File: config.mk
export PLATFORM = sky130hd
export DESIGN_NAME = pattern_history_predictor
export DESIGN_NICKNAME = d
export VERILOG_FILES = /design/src/rtl/pattern_history_predictor.sv
export SDC_FILE = /design/constraint.sdc
export NUM_CORES = 1
export LEC_CHECK = 0
export ABC_AREA = 0
export CAP_MARGIN = 30
export CORE_UTILIZATION = 57
export CTS_CLUSTER_SIZE = 40
export DETAILED_ROUTE_END_ITERATION = 8
export PLACE_DENSITY = 0.79
export SYNTH_ARGS = -nofsm -noshare
export SYNTH_HDL_FRONTEND = slang
export SYNTH_SLANG_ARGS = --single-unit
export TNS_END_PERCENT = 50
File: constraint.sdc
create_clock -name clk -period 4 [get_ports clk]
set_input_delay 0.8 -clock clk [delete_from_list [all_inputs] [get_ports clk]]
set_output_delay 0.8 -clock clk [all_outputs]
set_load 0.02 [all_outputs]
File: src/rtl/pattern_history_predictor.sv
// rtl/pattern_history_predictor.sv - gshare pattern history table with in-order resolve queue
//
// Optional feature macro: PRED_STATS_EN (adds stat_preds / stat_mispreds counters)
//
// Ports:
//   clk             rising-edge clock
//   reset           asynchronous active-high reset
//   bhr_in          [M]        branch history, sampled on request accept
//   req_valid       prediction request
//   req_pc          [PC_BITS]  branch PC, low M bits hashed with bhr_in
//   req_ready       queue not full
//   pred_valid      registered one-cycle prediction pulse
//   pred_taken      predicted direction (valid with pred_valid)
//   pred_index      [M]        table index used (valid with pred_valid)
//   res_valid       resolution of the oldest in-flight branch
//   res_taken       actual outcome (valid with res_valid)
//   mispredict      registered one-cycle pulse on wrong prediction
//   inflight_count  [$clog2(DEPTH+1)] unresolved predictions
//   stat_preds      [16] saturating accepted-request count (PRED_STATS_EN only)
//   stat_mispreds   [16] saturating mispredict count (PRED_STATS_EN only)

module pattern_history_predictor #(
  parameter int M       = 4,
  parameter int PC_BITS = 8,
  parameter int DEPTH   = 4
) (
  input  logic                       clk,
  input  logic                       reset,
  input  logic [M-1:0]               bhr_in,
  input  logic                       req_valid,
  input  logic [PC_BITS-1:0]         req_pc,
  output logic                       req_ready,
  output logic                       pred_valid,
  output logic                       pred_taken,
  output logic [M-1:0]               pred_index,
  input  logic                       res_valid,
  input  logic                       res_taken,
  output logic                       mispredict,
  output logic [$clog2(DEPTH+1)-1:0] inflight_count
`ifdef PRED_STATS_EN
  ,
  output logic [15:0]                stat_preds,
  output logic [15:0]                stat_mispreds
`endif
);

  localparam int TS = 1 << M;
  localparam int PW = $clog2(DEPTH);
  localparam int CW = $clog2(DEPTH + 1);

  // Counter table
  logic [1:0]    ctr_q [TS];
  logic [1:0]    ctr_d [TS];

  // Queue storage and bookkeeping
  logic [M-1:0]  q_idx_q  [DEPTH];
  logic          q_pred_q [DEPTH];
  logic [PW-1:0] wr_ptr_q, wr_ptr_d;
  logic [PW-1:0] rd_ptr_q, rd_ptr_d;
  logic [CW-1:0] count_q,  count_d;

  // Registered outputs
  logic          pred_valid_q, pred_valid_d;
  logic          pred_taken_q, pred_taken_d;
  logic [M-1:0]  pred_index_q, pred_index_d;
  logic          mispredict_q, mispredict_d;

  logic [M-1:0]  idx;
  logic          accept;
  logic          resolve;
  logic [M-1:0]  head_idx;
  logic          head_pred;

  // Upper PC bits do not take part in the hash.
  generate
    if (PC_BITS > M) begin : g_pc_unused
      logic unused_pc_hi;
      assign unused_pc_hi = ^req_pc[PC_BITS-1:M];
    end
  endgenerate

  assign idx       = req_pc[M-1:0] ^ bhr_in;
  // No bypass: a pop in this cycle does not free a slot for a request in this cycle.
  assign req_ready = (count_q < CW'(DEPTH));
  assign accept    = req_valid && req_ready;
  assign resolve   = res_valid && (count_q != '0);
  assign head_idx  = q_idx_q[rd_ptr_q];
  assign head_pred = q_pred_q[rd_ptr_q];

  always_comb begin
    ctr_d        = ctr_q;
    wr_ptr_d     = wr_ptr_q;
    rd_ptr_d     = rd_ptr_q;
    count_d      = count_q;
    pred_valid_d = accept;
    pred_taken_d = pred_taken_q;
    pred_index_d = pred_index_q;
    mispredict_d = 1'b0;

    if (accept) begin
      // Prediction reads ctr_q, so a same-cycle update to the same entry is not seen.
      pred_taken_d = ctr_q[idx][1];
      pred_index_d = idx;
      wr_ptr_d     = wr_ptr_q + PW'(1);
    end

    if (resolve) begin
      rd_ptr_d     = rd_ptr_q + PW'(1);
      mispredict_d = (res_taken != head_pred);
      if (res_taken) begin
        if (ctr_q[head_idx] != 2'b11) begin
          ctr_d[head_idx] = ctr_q[head_idx] + 2'd1;
        end
      end else begin
        if (ctr_q[head_idx] != 2'b00) begin
          ctr_d[head_idx] = ctr_q[head_idx] - 2'd1;
        end
      end
    end

    if (accept && !resolve) begin
      count_d = count_q + CW'(1);
    end else if (!accept && resolve) begin
      count_d = count_q - CW'(1);
    end
  end

  always_ff @(posedge clk or posedge reset) begin
    if (reset) begin
      for (int i = 0; i < TS; i++) begin
        ctr_q[i] <= 2'b01;
      end
      wr_ptr_q     <= '0;
      rd_ptr_q     <= '0;
      count_q      <= '0;
      pred_valid_q <= 1'b0;
      pred_taken_q <= 1'b0;
      pred_index_q <= '0;
      mispredict_q <= 1'b0;
    end else begin
      ctr_q        <= ctr_d;
      wr_ptr_q     <= wr_ptr_d;
      rd_ptr_q     <= rd_ptr_d;
      count_q      <= count_d;
      pred_valid_q <= pred_valid_d;
      pred_taken_q <= pred_taken_d;
      pred_index_q <= pred_index_d;
      mispredict_q <= mispredict_d;
    end
  end

  // Entry payload needs no reset; the pointers and count define validity.
  always_ff @(posedge clk) begin
    if (accept) begin
      q_idx_q[wr_ptr_q]  <= idx;
      q_pred_q[wr_ptr_q] <= ctr_q[idx][1];
    end
  end

  assign pred_valid     = pred_valid_q;
  assign pred_taken     = pred_taken_q;
  assign pred_index     = pred_index_q;
  assign mispredict     = mispredict_q;
  assign inflight_count = count_q;

`ifdef PRED_STATS_EN
  logic [15:0] stat_preds_q, stat_preds_d;
  logic [15:0] stat_mispreds_q, stat_mispreds_d;

  always_comb begin
    stat_preds_d    = stat_preds_q;
    stat_mispreds_d = stat_mispreds_q;
    if (accept && (stat_preds_q != 16'hFFFF)) begin
      stat_preds_d = stat_preds_q + 16'd1;
    end
    if (mispredict_q && (stat_mispreds_q != 16'hFFFF)) begin
      stat_mispreds_d = stat_mispreds_q + 16'd1;
    end
  end

  always_ff @(posedge clk or posedge reset) begin
    if (reset) begin
      stat_preds_q    <= '0;
      stat_mispreds_q <= '0;
    end else begin
      stat_preds_q    <= stat_preds_d;
      stat_mispreds_q <= stat_mispreds_d;
    end
  end

  assign stat_preds    = stat_preds_q;
  assign stat_mispreds = stat_mispreds_q;
`endif

endmodule

# After elaboration in Yosys (flattened, before gate mapping)

Memory sizes are Yosys's and may differ from the RTL's.
Cells that the tools add are included.

Add/sub/neg operators: 6
$lt $le $gt $ge: 4
Equal/unequal tests: 3
Multiplexer cells: 18
Bitwise operators: 3
Reduce and logical (&&, ||, !) cells: 12

Operators with widths:

| cell                  | count |
|---|---|
| $mux W32              | 3 |
| $bwmux W32            | 2 |
| $bmux W2 S4           | 2 |
| $ge A5 B5 Y1 const B  | 2 |
| $mux W2               | 5 |
| $not A4 Y5            | 2 |
| $demux W2 S4          | 1 |
| $add A2 B1 Y2 const B | 3 |
| $mux W3               | 2 |
| $reduce_bool A2 Y1    | 3 |
| $logic_and A1 B1 Y1   | 5 |
| $lt A5 B1 Y1 const B  | 1 |
| $xor A4 B4 Y4         | 1 |
| $add A3 B1 Y3 const B | 1 |
| $lt A3 B3 Y1 const B  | 1 |
| $mux W1               | 3 |
| $reduce_and A3 Y1     | 1 |
| $reduce_bool A3 Y1    | 1 |
| $sub A3 B1 Y3 const B | 1 |
| $logic_not A1 Y1      | 2 |
| $ne A2 B1 Y1 const B  | 1 |
| $ne A2 B2 Y1 const B  | 1 |
| $sub A2 B1 Y2 const B | 1 |
| $ne A1 B1 Y1          | 1 |

Flip-flop bits (word level): 46
Memory bits (writable): 20
Input bits: 17
Output and inout bits: 11
Logic and storage cells: 71
Memories: 2

Memory list:

| memory   | depth | bits a word | rd ports | clocked after Yosys merged registers in | write ports | line | RTL |
|---|---|---|---|---|---|---|---|
| q_idx_q  | 4     | 4           | 1        | 0                                       | 1           | 56   | `logic [M-1:0] q_idx_q [DEPTH];` |
| q_pred_q | 4     | 1           | 1        | 0                                       | 1           | 57   | `logic q_pred_q [DEPTH];` |

# Logic depth before layout (Yosys ltp)

Gate-level depths: netlist (run 1).
An unclocked memory read counts as a cell.

Depth after elaboration: 9
Depth in mapped cells: 13
Depth with buffers taken out: 11

# Worst setup path before layout (run 1)

Ideal clock, no wire load.

Path type: reg-to-reg
Start point: register rd_ptr_q[0]
End point: register ctr_q[25] in the netlist's numbering
Library setup time: 0.125 ns
Arrival time: 3.387 ns
Required time: 3.875 ns
Slack: 0.488 ns
Stages on the path, launching flop included: 14
Buffers on the path: 2
Period minus slack after synthesis: 3.512 ns
Cell sequence: dfrtp_1 > buf_6 > mux4_2 > buf_6 > mux2i_1 > mux2_2 > nor2_1 > or4_1 > ha_1 > mux2_2 > nor3b_1 > nand2_1 > nor3_1 > mux2_2

Cells in the longest elaborated chain, start to end: 9
Elaborated cells between the ends (all ways): 22

RTL lines:

| item                                                                        | line     | RTL |
|---|---|---|
| from (decl)                                                                 | 59       | `logic [PW-1:0] rd_ptr_q, rd_ptr_d;` |
| from (signal assigned)                                                      | 143      | `rd_ptr_q <= rd_ptr_d;` |
| $mem_v2 Z4 W4 *                                                             | --       |  |
| $not A4 Y5 (implied by the code) *                                          | --       |  |
| $bmux W2 S4 (tied with other cells)                                         | --       |  |
| $mux W2 (implied by the code) / $logic_and A1 B1 Y1 (equally long branches) | --       |  |
| $mux W2 (on tied branches)                                                  | --       |  |
| $sub A2 B1 Y2 (tied with other cells)                                       | 116      | `ctr_d[head_idx] = ctr_q[head_idx] - 2'd1;` |
| $bwmux W32 (on tied branches)                                               | 116, 112 |  |
| $mux W32 (on tied branches)                                                 | 115, 111 |  |
| $mux W32                                                                    | 110      | `if (res_taken) begin` |
| to (signal assigned)                                                        | 141      | `ctr_q <= ctr_d;` |
| to (decl)                                                                   | 52       | `logic [1:0] ctr_q [TS];` |

Every way passes the cells marked *; elsewhere a longest branch is shown, timed or not. The select of a mux whose other input is x is not followed.
A chain may end at the register's enable or synchronous reset.

# Worst setup path in the final report (run 1)

Start point: register rd_ptr_q[0]
End point: register ctr_q[3] in the netlist's numbering

Same word-level chain as after synthesis.

==> results.json, run 1 <==
{
  "skew_ns": 0.00857,
  "ioPinCount": 28,
  "cp.buffers_inverters": 2,
  "ys_warn_count": 0,
  "crit_chain": "mux4_2 -> buf_12 -> mux2i_1 -> mux2_2 -> nor2_1 -> or4_1 -> ha_1 -> mux2_2 -> buf_4 -> nor3_1 -> nand2_1 -> nor2_1 -> mux2_2",
  "layout_commonest_cell": "mux2_2",
  "setup_viol": 0,
  "drt-initial-drc-count": 105,
  "wl_microns": 5820,
  "synthFlopType": "dfrtp_1",
  "num_antenna_cells": 0,
  "avgSynthCellArea_sq_um": 14.6,
  "grt_start_max_net_pins": 47,
  "cp.arrival_ns": 4.02,
  "insertion_delay_ns": 0.34,
  "floorplan.initialDensity_pct": 59.3,
  "cts_resized": 0,
  "cts_tree": "yes",
  "ir_drop_uv": 473,
  "globalplace.congestion": 0.816,
  "cts_made_buffers": 9,
  "crit_type": "reg2reg",
  "via_count": 1894,
  "root_buffer": "clkbuf_8",
  "first_global_vias": 1992,
  "final_cell_mix": "mux2_2 (44), dfrtp_1 (30), mux2i_1 (24), clkdlybuf4s50_1 (23), edfxtp_1 (20)",
  "preCtsSetupSlack_ns": 0.163,
  "critPathLaunch": "rd_ptr_q[0]$_DFFE_PP0P_",
  "clockBufferDepth": 2,
  "hold_viol": 0,
  "finalWorstSetupSlack_ns": 0.210,
  "cp_top_family": "multiplexers",
  "cp.required_ns": 4.23,
  "fp-row-count": 27,
  "final_util_pct": 70.2,
  "hpwl_microns": 4150,
  "worst_pin_slew_ns": 0.795,
  "slowest_delay_ns": 0.55,
  "core_sq_um": 5510,
  "start_kind": "flop",
  "synth_seq_cells": 66,
  "viasPerCell": 5.54,
  "drc": 0,
  "ys_types": 32,
  "crit_fanout": 10,
  "die_h_microns": 77.7,
  "r2r_start": "rd_ptr_q[0]$_DFFE_PP0P_",
  "finalCriticalPeriod_ns": 3.79,
  "relSlewSlack_pct": 46.7,
  "grt_pass1_wl_microns": 9620,
  "drtAntennaViolNets": 0,
  "track_usage_pct": 21.9,
  "synth_area_sq_um": 3260,
  "post-route-period-util_pct": 94.8,
  "syn_inst": 223,
  "critPathMostFrequentCell": "mux2_2",
  "hold_path_class": "reg2reg",
  "drv_slew": 0,
  "clock_sinks": 66,
  "grt_antenna_before_repair": 0,
  "synth_edf_count": 20,
  "tns_ns": 0,
  "port_buffers": 23,
  "yosysSeqAreaShare_pct": 54.3,
  "rsz0062_at_grt": "false",
  "synth-async-reset-ratio_pct": 69.7,
  "wl_per_cell_microns": 17.0,
  "drive_gt1_share_pct": 39.3,
  "die_area_sq_um": 6030,
  "holdCritStartpoint": "pred_index[0]$_DFFE_PP0P_",
  "clkTransAtPathRegs_ns": 0.07,
  "htreeDepth": 3,
  "fmax_mhz": 264,
  "p_leak_nw": 1.58,
  "power_density_nw_per_um2": 893,
  "fin_nets": 290,
  "area_growth_pct": 18.5,
  "dr.pass1.iters": 4,
  "grt-ovfl-total": 0,
  "syn_nets": 248,
  "cap_viol_max_count": 0,
  "cpMaxStageDelayCell": "mux4_2",
  "status": "completed",
  "die_x_microns": 77.7,
  "crit_path_end_kind": "flop"
}
[metal layers]
layer / track usage, % / routed length [microns] / vias to the layer above / part of all wire, %
met3: 4.24 / 239 / 10 / 4.1
li1: - / - / 890 / -
met1: 28.3 / 2630 / 957 / 45
met2: 35.6 / 2840 / 37 / 49
met4: 10.8 / 116 / 0 / 2.0
met5: 0 / 0 / - / 0
[where the power goes]
part	internal [mW]	switching (mW)	leakage [nW]
Sequential	1.02	0.159	0.721
Clock	0.299	0.246	0.0995
Combinational	0.871	0.856	0.761
Total	2.19	1.26	1.58
[cell usage after synthesis (all sizes together) (2+ instances only)]
| master | instances | share of area [%] |
|---|---|---|
| and2 | 4 | 0.77 |
| mux2 | 44 | 15 |
| nand2 | 5 | 0.65 |
| buf | 4 | 1.3 |
| inv | 6 | 0.69 |
| ha | 7 | 2.7 |
| clkbuf | 4 | 0.46 |
| nand3 | 2 | 0.31 |
| edfxtp | 20 | 18 |
| dfrtp | 30 | 23 |
| nor2 | 16 | 1.8 |
| mux2i | 24 | 7.4 |
| xor2 | 6 | 1.6 |
| mux4 | 9 | 6.2 |
| nor3 | 3 | 0.46 |
| nand2b | 6 | 1.3 |
| dfstp | 16 | 13 |
| xnor2 | 6 | 1.6 |
| nor4 | 2 | 0.84 |
[per-stage QoR]
| stage | total power [mW] | cells | instance area [sq um] | hold WS [ns] |
|---|---|---|---|---|
| global placement | 2.79 | 323 | 3630 | 0.489 |
| floorplan | 2.36 | 223 | 3260 | 0.496 |
| finish | 3.45 | 342 | 3870 | 0.515 |
| CTS | 3.44 | 340 | 3830 | 0.517 |
| global route | 3.68 | 342 | 3870 | 0.534 |
| detailed placement | 2.89 | 324 | 3630 | 0.499 |
[path summary, 6_finish.rpt]
kind | end | slack, ns | cells after the start
max | ctr_q[3]$_DFFE_PP0P_ | 0.21 | 13
min | pred_index[0]$_DFFE_PP0P_ | 0.51 | 1
max reg2reg | ctr_q[3]$_DFFE_PP0P_ | 0.21 | 13
min reg2reg | pred_index[0]$_DFFE_PP0P_ | 0.51 | 1
max in group asynchronous | async pin | 2.90 | 3
min in group asynchronous | pred_index[0]$_DFFE_PP0P_ | 0.62 | 2
[timing repair]
| item | 4_1_cts | 5_1_grt |
|---|---|---|
| hold buffers | 0 | 0 |
| buffers inserted | 0 | 1 |
| setup endpoints to repair | 0 | 2 |
[cell families after synthesis]
kind of cell               synth area share (%)
AOI/OAI and AO/OA                         0.766
xor gates and xnor gates                   3.22
adders and majority gates                  3.30
buffers and inverters                      2.41
DFF                                        54.3
muxes                                      28.7
and+or+nand+nor                            7.28
[final cells by class]
cell class              instances  area, sq um
flip-flops and latches         66         1770
fillers                       377         1640
multi-input cells             143         1410
repair buffers                 39          375
clock buffers                  10          138
well taps                      72         90.1
clock inverters                 6         56.3
inverters                       6         22.5
Note: power is estimated with default switching activity, not from simulation.
==> run 2, diff against run 1 <==
--- a/config.mk
+++ b/config.mk
@@ -10,6 +10,7 @@
 export CORE_UTILIZATION = 57
 export CTS_CLUSTER_SIZE = 40
 export DETAILED_ROUTE_END_ITERATION = 8
+export HOLD_SLACK_MARGIN = 0.08
 export PLACE_DENSITY = 0.79
 export SYNTH_ARGS = -nofsm -noshare
 export SYNTH_HDL_FRONTEND = slang
==> results of run 2 <==
Final layout, timing and power as in run 1 (identical DEF).
